$ cat src/rtl/ram_delay_line_ce_if.sv
// Streaming port bundle for ram_delay_line_ce: clock enable, input sample, delayed output.
interface ram_delay_line_ce_if #(
   parameter int DATA_WIDTH = 8
);
   logic                  ce;
   logic [DATA_WIDTH-1:0] data_in;
   logic [DATA_WIDTH-1:0] data_out;

   modport master (output ce, output data_in, input data_out);
   modport slave  (input ce, input data_in, output data_out);
endinterface

$ cat src/rtl/ram_delay_line_ce.sv
// Clock-enabled delay line on a circular-buffer RAM; latency is DELAY enabled edges.
// Optional macro RAM_DELAY_LINE_FILL_MASK_EN zeroes data_out until the buffer has filled.
module ram_delay_line_ce #(
   parameter int DATA_WIDTH = 8,
   parameter int DELAY      = 16
) (
   input  logic               clk,
   input  logic               rst,
   ram_delay_line_ce_if.slave bus
);
   localparam int ADDR_WIDTH = (DELAY > 1) ? $clog2(DELAY) : 1;

   logic [DATA_WIDTH-1:0] rd_data;
   logic [DATA_WIDTH-1:0] dout_q, dout_d;
   logic                  full;

   generate
      if (DELAY < 1) begin : g_illegal
         $error("ram_delay_line_ce: DELAY must be >= 1");
         assign rd_data = '0;
      end else if (DELAY == 1) begin : g_reg
         logic [DATA_WIDTH-1:0] mem_q;
         always_ff @(posedge clk) begin
            if (!rst && bus.ce) mem_q <= bus.data_in;
         end
         assign rd_data = mem_q;
      end else begin : g_ram
         logic [DATA_WIDTH-1:0] mem_q [DELAY];
         logic [ADDR_WIDTH-1:0] ptr_q, ptr_d;

         // Read-before-write: rd_data is the old word at ptr_q, captured in dout_q this edge.
         assign rd_data = mem_q[ptr_q];

         always_ff @(posedge clk) begin
            if (!rst && bus.ce) mem_q[ptr_q] <= bus.data_in;
         end

         always_comb begin
            ptr_d = ptr_q;
            if (bus.ce) begin
               if (ptr_q == ADDR_WIDTH'(DELAY - 1)) ptr_d = '0;
               else                                 ptr_d = ptr_q + 1'b1;
            end
         end

         always_ff @(posedge clk) begin
            if (rst) ptr_q <= '0;
            else     ptr_q <= ptr_d;
         end
      end
   endgenerate

`ifdef RAM_DELAY_LINE_FILL_MASK_EN
   localparam int FILL_W = (DELAY > 0) ? $clog2(DELAY + 1) : 1;
   logic [FILL_W-1:0] fill_q, fill_d;

   assign full = (fill_q == FILL_W'(DELAY));

   always_comb begin
      fill_d = fill_q;
      if (bus.ce && !full) fill_d = fill_q + 1'b1;
   end

   always_ff @(posedge clk) begin
      if (rst) fill_q <= '0;
      else     fill_q <= fill_d;
   end
`else
   assign full = 1'b1;
`endif

   always_comb begin
      dout_d = dout_q;
      if (bus.ce) dout_d = full ? rd_data : '0;
   end

   always_ff @(posedge clk) begin
      if (rst) dout_q <= '0;
      else     dout_q <= dout_d;
   end

   assign bus.data_out = dout_q;
endmodule

$ cat src/flat_wrapper.sv
// flat-port wrapper written by rule: the top's interface ports become plain ports
module ram_delay_line_ce_flat 
#(
   parameter int DATA_WIDTH = 8,
   parameter int DELAY      = 16
)
  (clk, rst, bus_ce, bus_data_in, bus_data_out);
  ram_delay_line_ce_if #(.DATA_WIDTH(DATA_WIDTH)) bus_i ();
  input  logic clk;
  input  logic rst;
  input wire logic [$bits(bus_i.ce)-1:0] bus_ce;
  input wire logic [$bits(bus_i.data_in)-1:0] bus_data_in;
  output wire logic [$bits(bus_i.data_out)-1:0] bus_data_out;
  assign bus_i.ce = bus_ce;
  assign bus_i.data_in = bus_data_in;
  assign bus_data_out = bus_i.data_out;
  ram_delay_line_ce #(.DATA_WIDTH(DATA_WIDTH), .DELAY(DELAY)) u_core (.clk(clk), .rst(rst), .bus(bus_i));
endmodule
$ cat config.mk
export PLATFORM = sky130hd
export DESIGN_NAME = ram_delay_line_ce_flat
export DESIGN_NICKNAME = d
export VERILOG_FILES = /design/src/rtl/ram_delay_line_ce_if.sv /design/src/rtl/ram_delay_line_ce.sv /design/src/flat_wrapper.sv
export SDC_FILE = /design/constraint.sdc
export NUM_CORES = 1
export LEC_CHECK = 0
export ABC_AREA = 1
export BUFFER_PORTS_ARGS = -buffer_cell sky130_fd_sc_hd__buf_2
export CAP_MARGIN = 20
export CORE_MARGIN = 2
export CORE_UTILIZATION = 59
export DETAILED_ROUTE_END_ITERATION = 8
export PLACE_DENSITY = 0.76
export SYNTH_ARGS = -nofsm -noshare
export SYNTH_HDL_FRONTEND = slang
export SYNTH_SLANG_ARGS = --single-unit
$ cat constraint.sdc
create_clock -name clk -period 2.3 [get_ports clk]
set_clock_uncertainty 0.05 [all_clocks]
set_input_delay 0.575 -clock clk [delete_from_list [all_inputs] [get_ports clk]]
set_output_delay 0.575 -clock clk [all_outputs]
set_load 0.05 [all_outputs]
==> metrics, run 1 <==
top cell type's share of synthesized area 0.642; slowest CP cell dfxtp_1; max cap viols 0; Port-buffer cells 18; Die Span X 105 um; routed len/inst 17.5 um; slew margin rel. 0.675; Tot GR Track Use 0.266; final setup TNS 0 ns; VDD IR max 708 uV; post-synthesis sequential area ratio 0.682; Static Leak 2.86 nW; core area 9820 um2; Crit. End Element output pin; CP bufs+invs 1; Min Clock Period, post-route 1.78 ns; crit start category flop; vias in the first global route 3953; Starting DRT DRC Count 407; post-route ant nets 0; cell breakdown of the critical path buf_2; clock slew at reported path FFs 0.06 ns; Hold Vio Cnt, Final 0; fraction of layout cells with a size suffix above 1 0.117; largest net degree at the start of global routing 77; CTS Hold Bufs 0; Setup Fix Bufs, Post-CTS 0; Pwr Total 5.79 mW; flip-flop and latch count after synthesis 140; Layout area overhead 13.9%; Clock Sinks 140; CTS tree done; Final setup viols 0; Power Density 849 nW/um2; Max clock buf depth 2; CP peak stage delay 0.35 ns; total clock buffers created by CTS 17; CTS H-tree lvls 4; synthesized area per cell 10.3 um2; RePlAce Congestion 0.883; area leader, netlist edfxtp_1; area of the multi-input gates 1420 um2; WP data arrival 1.15 ns; Final #Nets 635; Synth Instances 583; Clock Latency Late Sink 0.53 ns; Synth area leaders edfxtp_1 64%, nand2_1 11%, nand3_1 5.6%; Slew Limit Fails 0; final worst slack 0.521 ns; DP Wirelength 8380 um; synth warn 0; hold crit path type primary input to flop; die height 105 um; initial antenna violation count 0; syn nets 599; Via density 5.39; via count 4127; Filler cells 739; area post-placement 6270 um2; Initial Utilization 0.610; post-cts repair resize count 0; critical path peak fanout 2; IO Count 19; highest clock rate 0.562 GHz; WL final 13400 um; Root Driver clkbuf_8; Mapped Area 5990 um2; status finished, final reports clean; diode count 0; aggregate global routing overflow 0; first-pass GRT wire length 21200 um; final instance area 6820 um2; Site Rows 36; Pre-antenna DRT Iters 5; Period Utilization, post-route 0.774; CP top delay family flip-flops; crit path kind flop to output pin; die area 11000 um2; RSZ-0062 raised after global routing false; FF+latch area 4090 um2; Slew @ Worst Pin 0.485 ns; Setup WS pre-CTS 0.368 ns; Yosys cell types 18; residual DRC count 0; Required @ worst endpoint 1.67 ns
-- cells in the mapped netlist --
cell,n
a21oi_1,2
buf_2,11
buf_4,7
buf_6,4
clkbuf_1,2
clkinv_2,1
dfxtp_1,12
edfxtp_1,128
ha_1,5
inv_1,83
inv_2,1
nand2_1,173
nand3_1,67
nor2_1,57
nor2_2,2
nor3_1,3
o21ai_0,17
o21ai_1,8
-- stage by stage --
stage          utilization  hold slack (ns)  std cells
6_report             0.694            0.346        765
3_5_place_dp         0.639            0.447        733
4_1_cts              0.694            0.312        765
5_1_grt              0.694            0.360        765
2_1_floorplan            -            0.465        583
3_3_place_gp         0.639            0.438        733
-- flip-flops by register name, summed over array words and instances (netlist names) --
signal               flops
u_core.g_ram.mem_q     128
u_core.bus.data_out      8
u_core.g_ram.ptr_q       4
-- kinds of logic (layout without fill, tap and decap cells) --
kind of cell             count (synthesis)  count (layout)  share of synthesized area
adder cells (fa/ha/maj)                  5               5                     0.0104
buffers and inverters                  109             158                     0.0802
AND/OR/NAND/NOR                        302             302                      0.205
flip-flops                             140             140                      0.682
AO/OA/AOI/OAI                           27              27                     0.0226
-- layer usage --
metal | up-vias | routed length [um] | global-route usage | part of all wire
li1 | 1962 | - | - | -
met1 | 1942 | 5820 | 0.369 | 0.43
met2 | 197 | 6190 | 0.391 | 0.46
met3 | 26 | 1130 | 0.0892 | 0.084
met4 | 0 | 287 | 0.102 | 0.021
met5 | - | 0 | 0 | 0
-- worst paths after layout --
kind	from	end	slack (ns)	cells after the start
hold reg to reg	u_core.bus.data_out[1]	u_core.bus.data_out[1]	0.46	2
hold / removal	bus_ce	u_core.g_ram.ptr_q[1]	0.35	3
setup reg to reg	u_core.g_ram.ptr_q[0]	u_core.g_ram.mem_q[13][2]	0.52	5
setup / recovery	u_core.bus.data_out[0]	bus_data_out[0]	0.52	1
-- cells in the final DEF, fill, tap and decap left out, types with 2 or more instances in the layout --
cell type / n
nand2_1: 173
edfxtp_1: 128
inv_1: 83
nand3_1: 67
nor2_1: 57
buf_4: 22
buf_2: 18
o21ai_0: 17
clkbuf_16: 16
dfxtp_1: 11
o21ai_1: 8
clkinv_2: 5
ha_1: 5
clkinvlp_4: 4
nor3_1: 3
nor2_2: 2
a21oi_1: 2
bufinv_16: 2
clkbuf_1: 2
clkinv_1: 2
-- report_power, final --
group          internal (mW)  leakage, nW  switching, mW
Combinational          0.117         1.35          0.340
Clock                   1.52        0.258          0.985
Sequential              2.81         1.25         0.0137
Total                   4.45         2.86           1.34
-- layout make-up --
type | count | area share
inverter | 85 | 0.0470
clock inverter | 13 | 0.0185
timing repair buffer | 41 | 0.0404
sequential | 140 | 0.599
clock buffer | 19 | 0.0618
tap | 133 | 0.0244
multi-input combinational | 334 | 0.209
Note: power is estimated with default switching activity, not from simulation.
==> run 2: changes to the inputs <==
==> constraint.sdc (replaced) <==
create_clock -name clk -period 1.8 [get_ports clk]
set_clock_uncertainty 0.05 [all_clocks]
set_input_delay 0.45 -clock clk [delete_from_list [all_inputs] [get_ports clk]]
set_output_delay 0.45 -clock clk [all_outputs]
set_load 0.05 [all_outputs]
==> run 2 against run 1 <==
Flip-flop and latch count did not move. Design area grew 1.3%. First-iteration DRC count grew 5.7%. Clock power increased by 33%. Via count increased by 3.7%. Sequential power increased by 28%. Routed wire length up 1.3%. Combinational power grew 28%. Largest power group unchanged. Highest routed layer unchanged.
==> metrics, run 2 (same netlist as run 1, synthesis figures left out) <==
Slew Limit Fails 0 (unchanged); initial antenna violation count 0 (unchanged); RePlAce Congestion 0.906 (was 0.883); crit path kind flop to flop (was flop to output pin); FF-to-FF setup slack 0.08 ns (was 0.52 ns); VDD IR max 625 uV (was 708 uV); total clock buffers created by CTS 17 (unchanged); Slew @ Worst Pin 0.442 ns (was 0.485 ns); routed len/inst 17.6 um (was 17.5 um); Hold Vio Cnt, Final 0 (unchanged); final worst slack 0.0832 ns (was 0.521 ns); most common cell after layout, fill and taps aside nand2_1 (unchanged); final instance area 6910 um2 (was 6820 um2); Setup WS pre-CTS 0.0539 ns (was 0.368 ns); hold crit path type primary input to flop (unchanged); die area 11000 um2 (unchanged); Power Density 1090 nW/um2 (was 849 nW/um2); reg2reg start u_core.g_ram.ptr_q[1] (was u_core.g_ram.ptr_q[0]); core area 9820 um2 (unchanged); Pre-antenna DRT Iters 6 (was 5); aggregate global routing overflow 0 (unchanged); Clock Latency Late Sink 0.54 ns (was 0.53 ns); vias in the first global route 4114 (was 3953); Setup crit start u_core.g_ram.ptr_q[1] (was u_core.bus.data_out[0]); DP Wirelength 8730 um (was 8380 um); CTS H-tree lvls 4 (unchanged); Starting DRT DRC Count 430 (was 407); area post-placement 6330 um2 (was 6270 um2); commonest cells after routing, fill and taps aside 173 x nand2_1, 128 x edfxtp_1, 83 x inv_1 (unchanged); CTS tree done (unchanged); clock slew at reported path FFs 0.06 ns (about the same); Crit. End Element flop (was output pin); RSZ-0062 raised after global routing false (unchanged); Tot GR Track Use 0.263 (was 0.266); residual DRC count 0 (unchanged); Layout area overhead 15.3% (was 13.9%); first-pass GRT wire length 21200 um (about the same); final setup TNS 0 ns (unchanged); Required @ worst endpoint 2.05 ns (was 1.67 ns); Min Clock Period, post-route 1.72 ns; cells on worst reg2reg path 5 (unchanged); Finished Core Util 0.703 (was 0.694); WP data arrival 1.96 ns (was 1.15 ns); Static Leak 2.94 nW (was 2.86 nW); slowest CP cell dfxtp_1 (unchanged); Die Span X 105 um (unchanged); Critical Path Sink u_core.g_ram.mem_q[0][6] (was bus_data_out[0]); Period Utilization, post-route 0.954; die height 105 um (unchanged); status finished, final reports clean (unchanged); crit start category flop (unchanged); Initial Utilization 0.610 (unchanged); CP peak stage delay 0.49 ns (was 0.35 ns); post-cts repair resize count 0 (unchanged); cell breakdown of the critical path clkinv_2 > ha_1 > nand2_1 > nor2_1 > buf_4 (was buf_2); CTS Hold Bufs 0 (unchanged); Via density 5.53 (was 5.39); Final #Nets 644 (was 635); Most flops, register u_core.g_ram.mem_q (unchanged); Final setup viols 0 (unchanged); highest clock rate 0.582 GHz; critical path peak fanout 11 (was 2); Clock Sinks 140 (unchanged); largest net degree at the start of global routing 40 (was 77); via count 4278 (was 4127); Site Rows 36 (unchanged); Root Driver clkbuf_8 (unchanged); WL final 13600 um (was 13400 um); post-route ant nets 0 (unchanged); Max clock buf depth 2 (unchanged); Critical R2R Capture u_core.g_ram.mem_q[0][6] (was u_core.g_ram.mem_q[13][2]); fraction of layout cells with a size suffix above 1 0.131 (was 0.117); Port-buffer cells 18 (unchanged); max cap viols 0 (unchanged); diode count 0 (unchanged); Setup Fix Bufs, Post-CTS 0 (unchanged); IO Count 19 (unchanged); slew margin rel. 0.705 (was 0.675); max reg flops 128 (unchanged)
## run 2: cell count changes in the layout (fill, tap and decap cells not counted), sizes merged
cell	before	now
buf	41	50
clkbuf	19	24
clkinv	8	4
clkinvlp	4	0
inv	84	88
bufinv	2	1
## run 2: routing by layer
layer,wire length [um],vias up,share of wire,track usage
met3,1330,37,0.098,0.0749
met5,0,-,0,0
met2,6490,268,0.48,0.417
met1,5430,1992,0.40,0.345
met4,343,0,0.025,0.102
li1,-,1981,-,-
## run 2: where the power goes
part	leakage [nW]	internal [mW]	switching, mW
Clock	0.291	2.08	1.27
Combinational	1.39	0.157	0.428
Sequential	1.25	3.59	0.0194
Total	2.94	5.82	1.72
## run 2: cell type report
cell class / count / area (um2)
tap: 133 / 166
multi-input combinational: 334 / 1420
sequential: 140 / 4090
timing repair buffer: 50 / 330
clock inverter: 8 / 77.6
fill: 715 / 2910
inverter: 85 / 320
clock buffer: 24 / 503
## run 2: critical path, delay by kind of cell, from the launching register on
| kind | cells | cell delay, ns |
|---|---|---|
| adder cells (fa/ha/maj) | 1 | 0.24 |
| buffers and inverters | 2 | 0.42 |
| flip-flops | 1 | 0.49 |
| AND/OR/NAND/NOR | 2 | 0.28 |
## run 2: worst min path at each step
stage	startpoint	end	cells after the start
3_5_place_dp	u_core.bus.data_out[1]	u_core.bus.data_out[1]	2
4_1_cts	bus_data_in[5]	u_core.g_ram.mem_q[8][5]	1
2_1_floorplan	u_core.g_ram.ptr_q[3]	u_core.g_ram.ptr_q[3]	2
3_3_place_gp	u_core.bus.data_out[6]	u_core.bus.data_out[6]	2
5_1_grt	bus_data_in[6]	u_core.g_ram.mem_q[12][6]	1
6_report	bus_data_in[4]	u_core.g_ram.mem_q[2][4]	1
## run 2: per-stage QoR
step	cells	power, mW	hold WS [ns]
finish	774	7.54	0.306
global route	774	7.75	0.311
CTS	774	7.56	0.298
detailed placement	742	4.25	0.444
global placement	742	4.23	0.436
floorplan	583	4.06	0.465
